**config.mk**
```make
export PLATFORM = sky130hd
export DESIGN_NAME = rv32i_run_ctrl
export DESIGN_NICKNAME = d
export VERILOG_FILES = /design/src/rtl/rv32i_run_ctrl.sv
export SDC_FILE = /design/constraint.sdc
export NUM_CORES = 1
export LEC_CHECK = 0
export BUFFER_PORTS_ARGS = -buffer_cell sky130_fd_sc_hd__buf_4
export CORE_MARGIN = 2
export CORE_UTILIZATION = 53
export DETAILED_ROUTE_END_ITERATION = 10
export PLACE_DENSITY = 0.81
export SLEW_MARGIN = 5
export SYNTH_ARGS = -nofsm -noshare
export SYNTH_HDL_FRONTEND = slang
export SYNTH_SLANG_ARGS = --single-unit
```
**constraint.sdc**
```tcl
create_clock -name clk -period 2.7 [get_ports clk]
set_input_delay 0.405 -clock clk [delete_from_list [all_inputs] [get_ports clk]]
set_output_delay 0.405 -clock clk [all_outputs]
set_load 0.01 [all_outputs]
```
**src/rtl/rv32i_run_ctrl.sv**
```systemverilog
// Run sequencer for rv32i_core: optional memory/regfile clear, reset hold,
// run with ecall grading against gp, and a run-cycle timeout.
module rv32i_run_ctrl #(
    parameter int          MEM_WORDS      = 4096,
    parameter int          RESET_CYCLES   = 10,
    parameter int          TIMEOUT_CYCLES = 5000,
    parameter logic [31:0] PASS_VALUE     = 32'h1,
    localparam int         AW             = $clog2(MEM_WORDS),
    localparam int         RCW            = $clog2(TIMEOUT_CYCLES + 1)
) (
    input  logic           clk,
    input  logic           rst_n,
    input  logic           start,
    input  logic           start_clear,
    input  logic           halt_req,
    input  logic           core_is_ecall,
    input  logic [31:0]    core_gp,
    output logic           core_rst_n,
    output logic           mem_clr_we,
    output logic [AW-1:0]  mem_clr_addr,
    output logic           rf_clr_we,
    output logic [4:0]     rf_clr_addr,
    output logic           busy,
    output logic           done,
    output logic           pass,
    output logic           fail,
    output logic           timeout,
    output logic [RCW-1:0] run_cycles
);
    localparam int HW = (RESET_CYCLES > 1) ? $clog2(RESET_CYCLES) : 1;
    localparam logic [AW-1:0]  C_LAST    = AW'(MEM_WORDS - 1);
    localparam logic [HW-1:0]  HOLD_LAST = HW'(RESET_CYCLES - 1);
    localparam logic [RCW-1:0] RUN_LAST  = RCW'(TIMEOUT_CYCLES - 1);
    // x1..x31 are cleared while the word counter is 0..30
    localparam logic [AW-1:0]  RF_LAST   = AW'(30);

    typedef enum logic [2:0] {S_IDLE, S_CLEAR, S_HOLD, S_RUN, S_DONE} state_t;

    state_t         r_state;
    logic [AW-1:0]  r_c;
    logic [HW-1:0]  r_hold;
    logic [RCW-1:0] r_run;

    logic           r_core_rst_n, r_mem_we, r_rf_we, r_busy, r_done;
    logic           r_pass, r_fail, r_timeout;
    logic [AW-1:0]  r_mem_addr;
    logic [4:0]     r_rf_addr;
    logic [RCW-1:0] r_run_cycles;

    logic w_gp_ok;
    assign w_gp_ok = (core_gp == PASS_VALUE);

    // Sequencer state, counters and registered outputs; halt_req behaves like a synchronous reset
    always_ff @(posedge clk or negedge rst_n) begin
        if (!rst_n) begin
            r_state      <= S_IDLE;
            r_c          <= '0;
            r_hold       <= '0;
            r_run        <= '0;
            r_core_rst_n <= 1'b0;
            r_mem_we     <= 1'b0;
            r_mem_addr   <= '0;
            r_rf_we      <= 1'b0;
            r_rf_addr    <= '0;
            r_busy       <= 1'b0;
            r_done       <= 1'b0;
            r_pass       <= 1'b0;
            r_fail       <= 1'b0;
            r_timeout    <= 1'b0;
            r_run_cycles <= '0;
        end else if (halt_req) begin
            r_state      <= S_IDLE;
            r_c          <= '0;
            r_hold       <= '0;
            r_run        <= '0;
            r_core_rst_n <= 1'b0;
            r_mem_we     <= 1'b0;
            r_mem_addr   <= '0;
            r_rf_we      <= 1'b0;
            r_rf_addr    <= '0;
            r_busy       <= 1'b0;
            r_done       <= 1'b0;
            r_pass       <= 1'b0;
            r_fail       <= 1'b0;
            r_timeout    <= 1'b0;
            r_run_cycles <= '0;
        end else begin
            case (r_state)
                S_IDLE, S_DONE: begin
                    if (start) begin
                        r_busy       <= 1'b1;
                        r_done       <= 1'b0;
                        r_pass       <= 1'b0;
                        r_fail       <= 1'b0;
                        r_timeout    <= 1'b0;
                        r_run_cycles <= '0;
                        r_core_rst_n <= 1'b0;
                        r_c          <= '0;
                        r_hold       <= '0;
                        if (start_clear) begin
                            // first clear write is presented right away: word 0 and x1
                            r_state    <= S_CLEAR;
                            r_mem_we   <= 1'b1;
                            r_mem_addr <= '0;
                            r_rf_we    <= 1'b1;
                            r_rf_addr  <= 5'd1;
                        end else begin
                            r_state <= S_HOLD;
                        end
                    end
                end
                S_CLEAR: begin
                    if (r_c == C_LAST) begin
                        r_state    <= S_HOLD;
                        r_hold     <= '0;
                        r_mem_we   <= 1'b0;
                        r_mem_addr <= '0;
                        r_rf_we    <= 1'b0;
                        r_rf_addr  <= '0;
                    end else begin
                        r_c        <= r_c + AW'(1);
                        r_mem_addr <= r_c + AW'(1);
                        r_rf_we    <= (r_c < RF_LAST);
                        r_rf_addr  <= (r_c < RF_LAST) ? 5'(r_c + AW'(2)) : 5'd0;
                    end
                end
                S_HOLD: begin
                    if (r_hold == HOLD_LAST) begin
                        r_state      <= S_RUN;
                        r_run        <= '0;
                        r_core_rst_n <= 1'b1;
                    end else begin
                        r_hold <= r_hold + HW'(1);
                    end
                end
                S_RUN: begin
                    // ecall is checked first so it wins on the final cycle
                    if (core_is_ecall || r_run == RUN_LAST) begin
                        r_state      <= S_DONE;
                        r_core_rst_n <= 1'b0;
                        r_busy       <= 1'b0;
                        r_done       <= 1'b1;
                        r_run_cycles <= r_run + RCW'(1);
                        r_pass       <= core_is_ecall && w_gp_ok;
                        r_fail       <= core_is_ecall && !w_gp_ok;
                        r_timeout    <= !core_is_ecall;
                    end else begin
                        r_run <= r_run + RCW'(1);
                    end
                end
                default: r_state <= S_IDLE;
            endcase
        end
    end

    assign core_rst_n   = r_core_rst_n;
    assign mem_clr_we   = r_mem_we;
    assign mem_clr_addr = r_mem_addr;
    assign rf_clr_we    = r_rf_we;
    assign rf_clr_addr  = r_rf_addr;
    assign busy         = r_busy;
    assign done         = r_done;
    assign pass         = r_pass;
    assign fail         = r_fail;
    assign timeout      = r_timeout;
    assign run_cycles   = r_run_cycles;

endmodule

```
==> results.txt <==
The flow ran to the end, and the final reports show no timing, DRC or antenna violations. The number of vias after detailed routing was 3246; the insertion delay to the later sink of the worst-skew pair was 0.35 ns. Input and output buffers added on the ports amount to 75. A synthesized cell averages 9.542 µm². The tools report the max-slew violation count as 0. The clock-pin slew of the registers on the worst-case setup and hold paths was 0.07 ns; the area fraction of the dominant cell type after synthesis was 46.71%. The post-CTS resize count came out at 0.

The I/O pin count is 76, and the via count of the first global-routing pass is 3027. The run gives 70 as the number of clock sinks. The power per cell area is 599.8 mW/mm², and the routed via count divided by cell count is 5.735. The run gives 54.89% as the starting utilization of the core area.

The logs give 310.3 µV for the worst vdd rail ir drop and 71 for the maximum number of pins on one net before global-route repair. The count of TritonRoute iterations in the first routing pass was 5; the async set or reset register ratio after synthesis was 100.0%. The total cell area at the placement stage came out at 0.004368 mm².

The hold violation count in the final report is 0, and the y dimension of the die is 88.12 µm. After global routing the overflow that remains totals 0. Uppermost layer routed: met4.

The largest buffer count on any clock path was 2; the transition time at the pin with the least slew margin was 0.8794 ns. 0 antenna diodes ended up in the layout. For the initial antenna violation count, the log shows 0.

The run gives 0.003750 mm² as the netlist area before placement. Of the cells placed in the final design, the portion with a size suffix greater than 1 is 25.74%. The floorplan step defined a die boundary enclosing 0.007764 mm².

The critical path in this run is classified as reg -> reg. STA classifies the critical path startpoint as a flop. In the post-synthesis netlist, the cell with the most instances is sky130_fd_sc_hd__dfrtp_1. By count the netlist is led by sky130_fd_sc_hd__dfrtp_1, sky130_fd_sc_hd__nand2_1, sky130_fd_sc_hd__o21ai_0.

For this run, the number of Yosys warnings is 0. The estimated wirelength of the detail-placed design is 6260 µm. In this run, post-CTS hold repair placed 0 buffers.

Summing the sequential cell areas from Yosys gives 46.71% of the chip area. The data required time of the critical path is 2.94 ns. In the global route stage, overall resource usage came out at 23.89%. The TritonCTS buffer count is 9, and the time the worst path needs with I/O delays and setup is 2.285 ns. Dividing the final minimum period by the clock period gives 84.65%. The horizontal extent of the die came out at 88.12 µm. The number of buffers and inverters on the critical path is 0. Fill cells in the final layout number 571.

Setup repair after global routing left no endpoint under its margin. The met3 layer wire length in the routed design came out at 421 µm. The sum of met2 wire segment lengths after detailed routing came out at 4278 µm. For the reported max-cap violation count, the log shows 0.

The placer congestion estimate was 0.8932. In the synthesized netlist the dominant register cell turns out to be sky130_fd_sc_hd__dfrtp_1. Wire length the detailed router placed on met1: 3817 µm. The final-stage net count came out at 508. Among cell families on the critical path, the largest total delay comes from simple AND/OR/NAND/NOR gates. For the reported leakage power, the log shows 2.006 nW. TritonCTS built the clock tree. The logs give 3 for the number of H-tree levels and 0 for the final-report setup violation count. Static timing analysis puts the maximum clock frequency at 0.4376 GHz.

For this run, design rule violations remaining after detail routing come to 0. The category of the worst setup path capture point is a flop. In the final routed layout, each cell accounts on average for 15.40 µm. The maximum clock skew at final layout was 0.007998 ns; the worst-case headroom to the max-slew limit was 41.37%. The top cell type by total area after synthesis is sky130_fd_sc_hd__dfrtp_1. For the worst setup path, the data arrival time is 2.52 ns.

In this run the worst path has a maximum fanout of 9. After the first detailed-routing iteration, the DRC count stood at 245. Synthesized flop and latch total: 70. Once layout is done, the placed cells without fillers occupy 0.004567 mm². The number of enable flip-flop cells after synthesis came out at 0.

In this run the post-CTS setup repair buffer count came out at 0. Synthesis produced a netlist whose cell count is 393. The signal on the critical path passes through ha_1 -> nand3_2 -> nor2_2 -> a21oi_2 -> or3_1 -> mux2_2. In this run the core area contains 30 standard-cell rows.

The slowest stage of the critical path belongs to the cell sky130_fd_sc_hd__dfrtp_1. Summed over all layers, the routed wires come to 8715 µm. The first global-routing pass estimated 14480 µm of wire. The number of nets with antenna violations after routing is 0, and the post-synth net total is 436. In this run the worst hold path is classified as in -> async.

Sorting the synthesized cells by area gives the leading types as sky130_fd_sc_hd__dfrtp_1, sky130_fd_sc_hd__o21ai_0, sky130_fd_sc_hd__nand2_1, sky130_fd_sc_hd__xnor2_1, sky130_fd_sc_hd__o31ai_1. The core region is 0.006832 mm². The largest single stage delay on the critical path is 0.47 ns. After routing, the total negative slack on setup checks comes to 0 ns.

The count of different cell masters after synthesis was 56. Relative to the synthesized area, the layout overhead comes to 21.79%. The worst-case hold slack was 0.1492 ns. The root buffer cell is sky130_fd_sc_hd__clkbuf_8.
-- per-layer routing --
metal / vias to the layer above / GRT usage, %
met3: 19 / 4.807
met5: - / 0
met4: 0 / 10.88
met1: 1549 / 33.84
li1: 1567 / -
met2: 111 / 35.54
-- flip-flops by register name, indices dropped and copies added, names as in the netlist --
name and count:
pass 1, done 1, fail 1, r_run 13, r_state 3, rf_clr_addr 5, r_hold 4, r_c 12
run_cycles 13, mem_clr_we 1, busy 1, rf_clr_we 1, mem_clr_addr 12, core_rst_n 1, timeout 1
-- final cells by class --
class | instances | area, µm² | area share [%]
Multi-Input combinational cell | 293 | 1839 | 40.27
Sequential cell | 70 | 1752 | 38.36
Timing Repair Buffer | 84 | 630.6 | 13.81
Clock buffer | 10 | 137.6 | 3.014
Tap cell | 96 | 120.1 | 2.630
Clock inverter | 6 | 61.31 | 1.342
Inverter | 7 | 26.28 | 0.5753
-- final timing paths --
path / cells past startpoint / end / slack (ns) / start
worst max-delay path: 6 / r_hold[0] / 0.41 / r_c[0]
worst min-delay path: 1 / mem_clr_addr[8] / 0.15 / rst_n
worst max register to register: 6 / r_hold[0] / 0.41 / r_c[0]
worst min register to register: 2 / run_cycles[2] / 0.48 / run_cycles[2]
max in group asynchronous: 1 / r_c[7] / 1.95 / rst_n
min in group clk: 2 / timeout / 0.32 / core_is_ecall
-- through the flow --
stage	util [%]	total power [W]	cells	setup WS (ns)
6_report	66.85	0.002739	566	0.4146
3_5_place_dp	63.94	0.001901	550	0.4494
4_1_cts	66.85	0.002746	566	0.4255
5_1_grt	66.85	0.002881	566	0.2292
3_3_place_gp	63.94	0.001878	550	0.5505
2_1_floorplan	-	0.001672	393	0.6858
-- power breakdown --
group	internal (W)	switching, W
Clock	0.000448	0.000402
Sequential	0.00111	0.0000978
Combinational	0.000272	0.000407
-- layout by cell type (no fill, tap or decap), types with 5 or more instances in the layout --
cell type                  instances
sky130_fd_sc_hd__buf_4            84
sky130_fd_sc_hd__dfrtp_1          70
sky130_fd_sc_hd__nand2_1          60
sky130_fd_sc_hd__o21ai_0          49
sky130_fd_sc_hd__nor2_1           19
sky130_fd_sc_hd__a21oi_1          15
sky130_fd_sc_hd__xnor2_1          15
sky130_fd_sc_hd__o31ai_1          13
sky130_fd_sc_hd__nor4_1           12
sky130_fd_sc_hd__clkbuf_8         10
sky130_fd_sc_hd__nand2b_1          8
sky130_fd_sc_hd__nor3_1            8
sky130_fd_sc_hd__nand3_1           8
sky130_fd_sc_hd__xor2_1            8
sky130_fd_sc_hd__inv_1             7
sky130_fd_sc_hd__nand4_1           6
sky130_fd_sc_hd__ha_1              5
-- logic make-up (layout without fill, tap and decap cells) --
group           count (synthesis)  after routing  share of synthesized area (%)
fa+ha+maj                       5              5                          1.668
compound gates                113            113                          20.39
mux                             6              6                          1.735
flops                          70             70                          46.71
xor+xnor                       23             23                          5.372
simple gates                  146            146                          19.89
buf+inv                        30            107                          4.238
(Power assumes the default switching activity.)
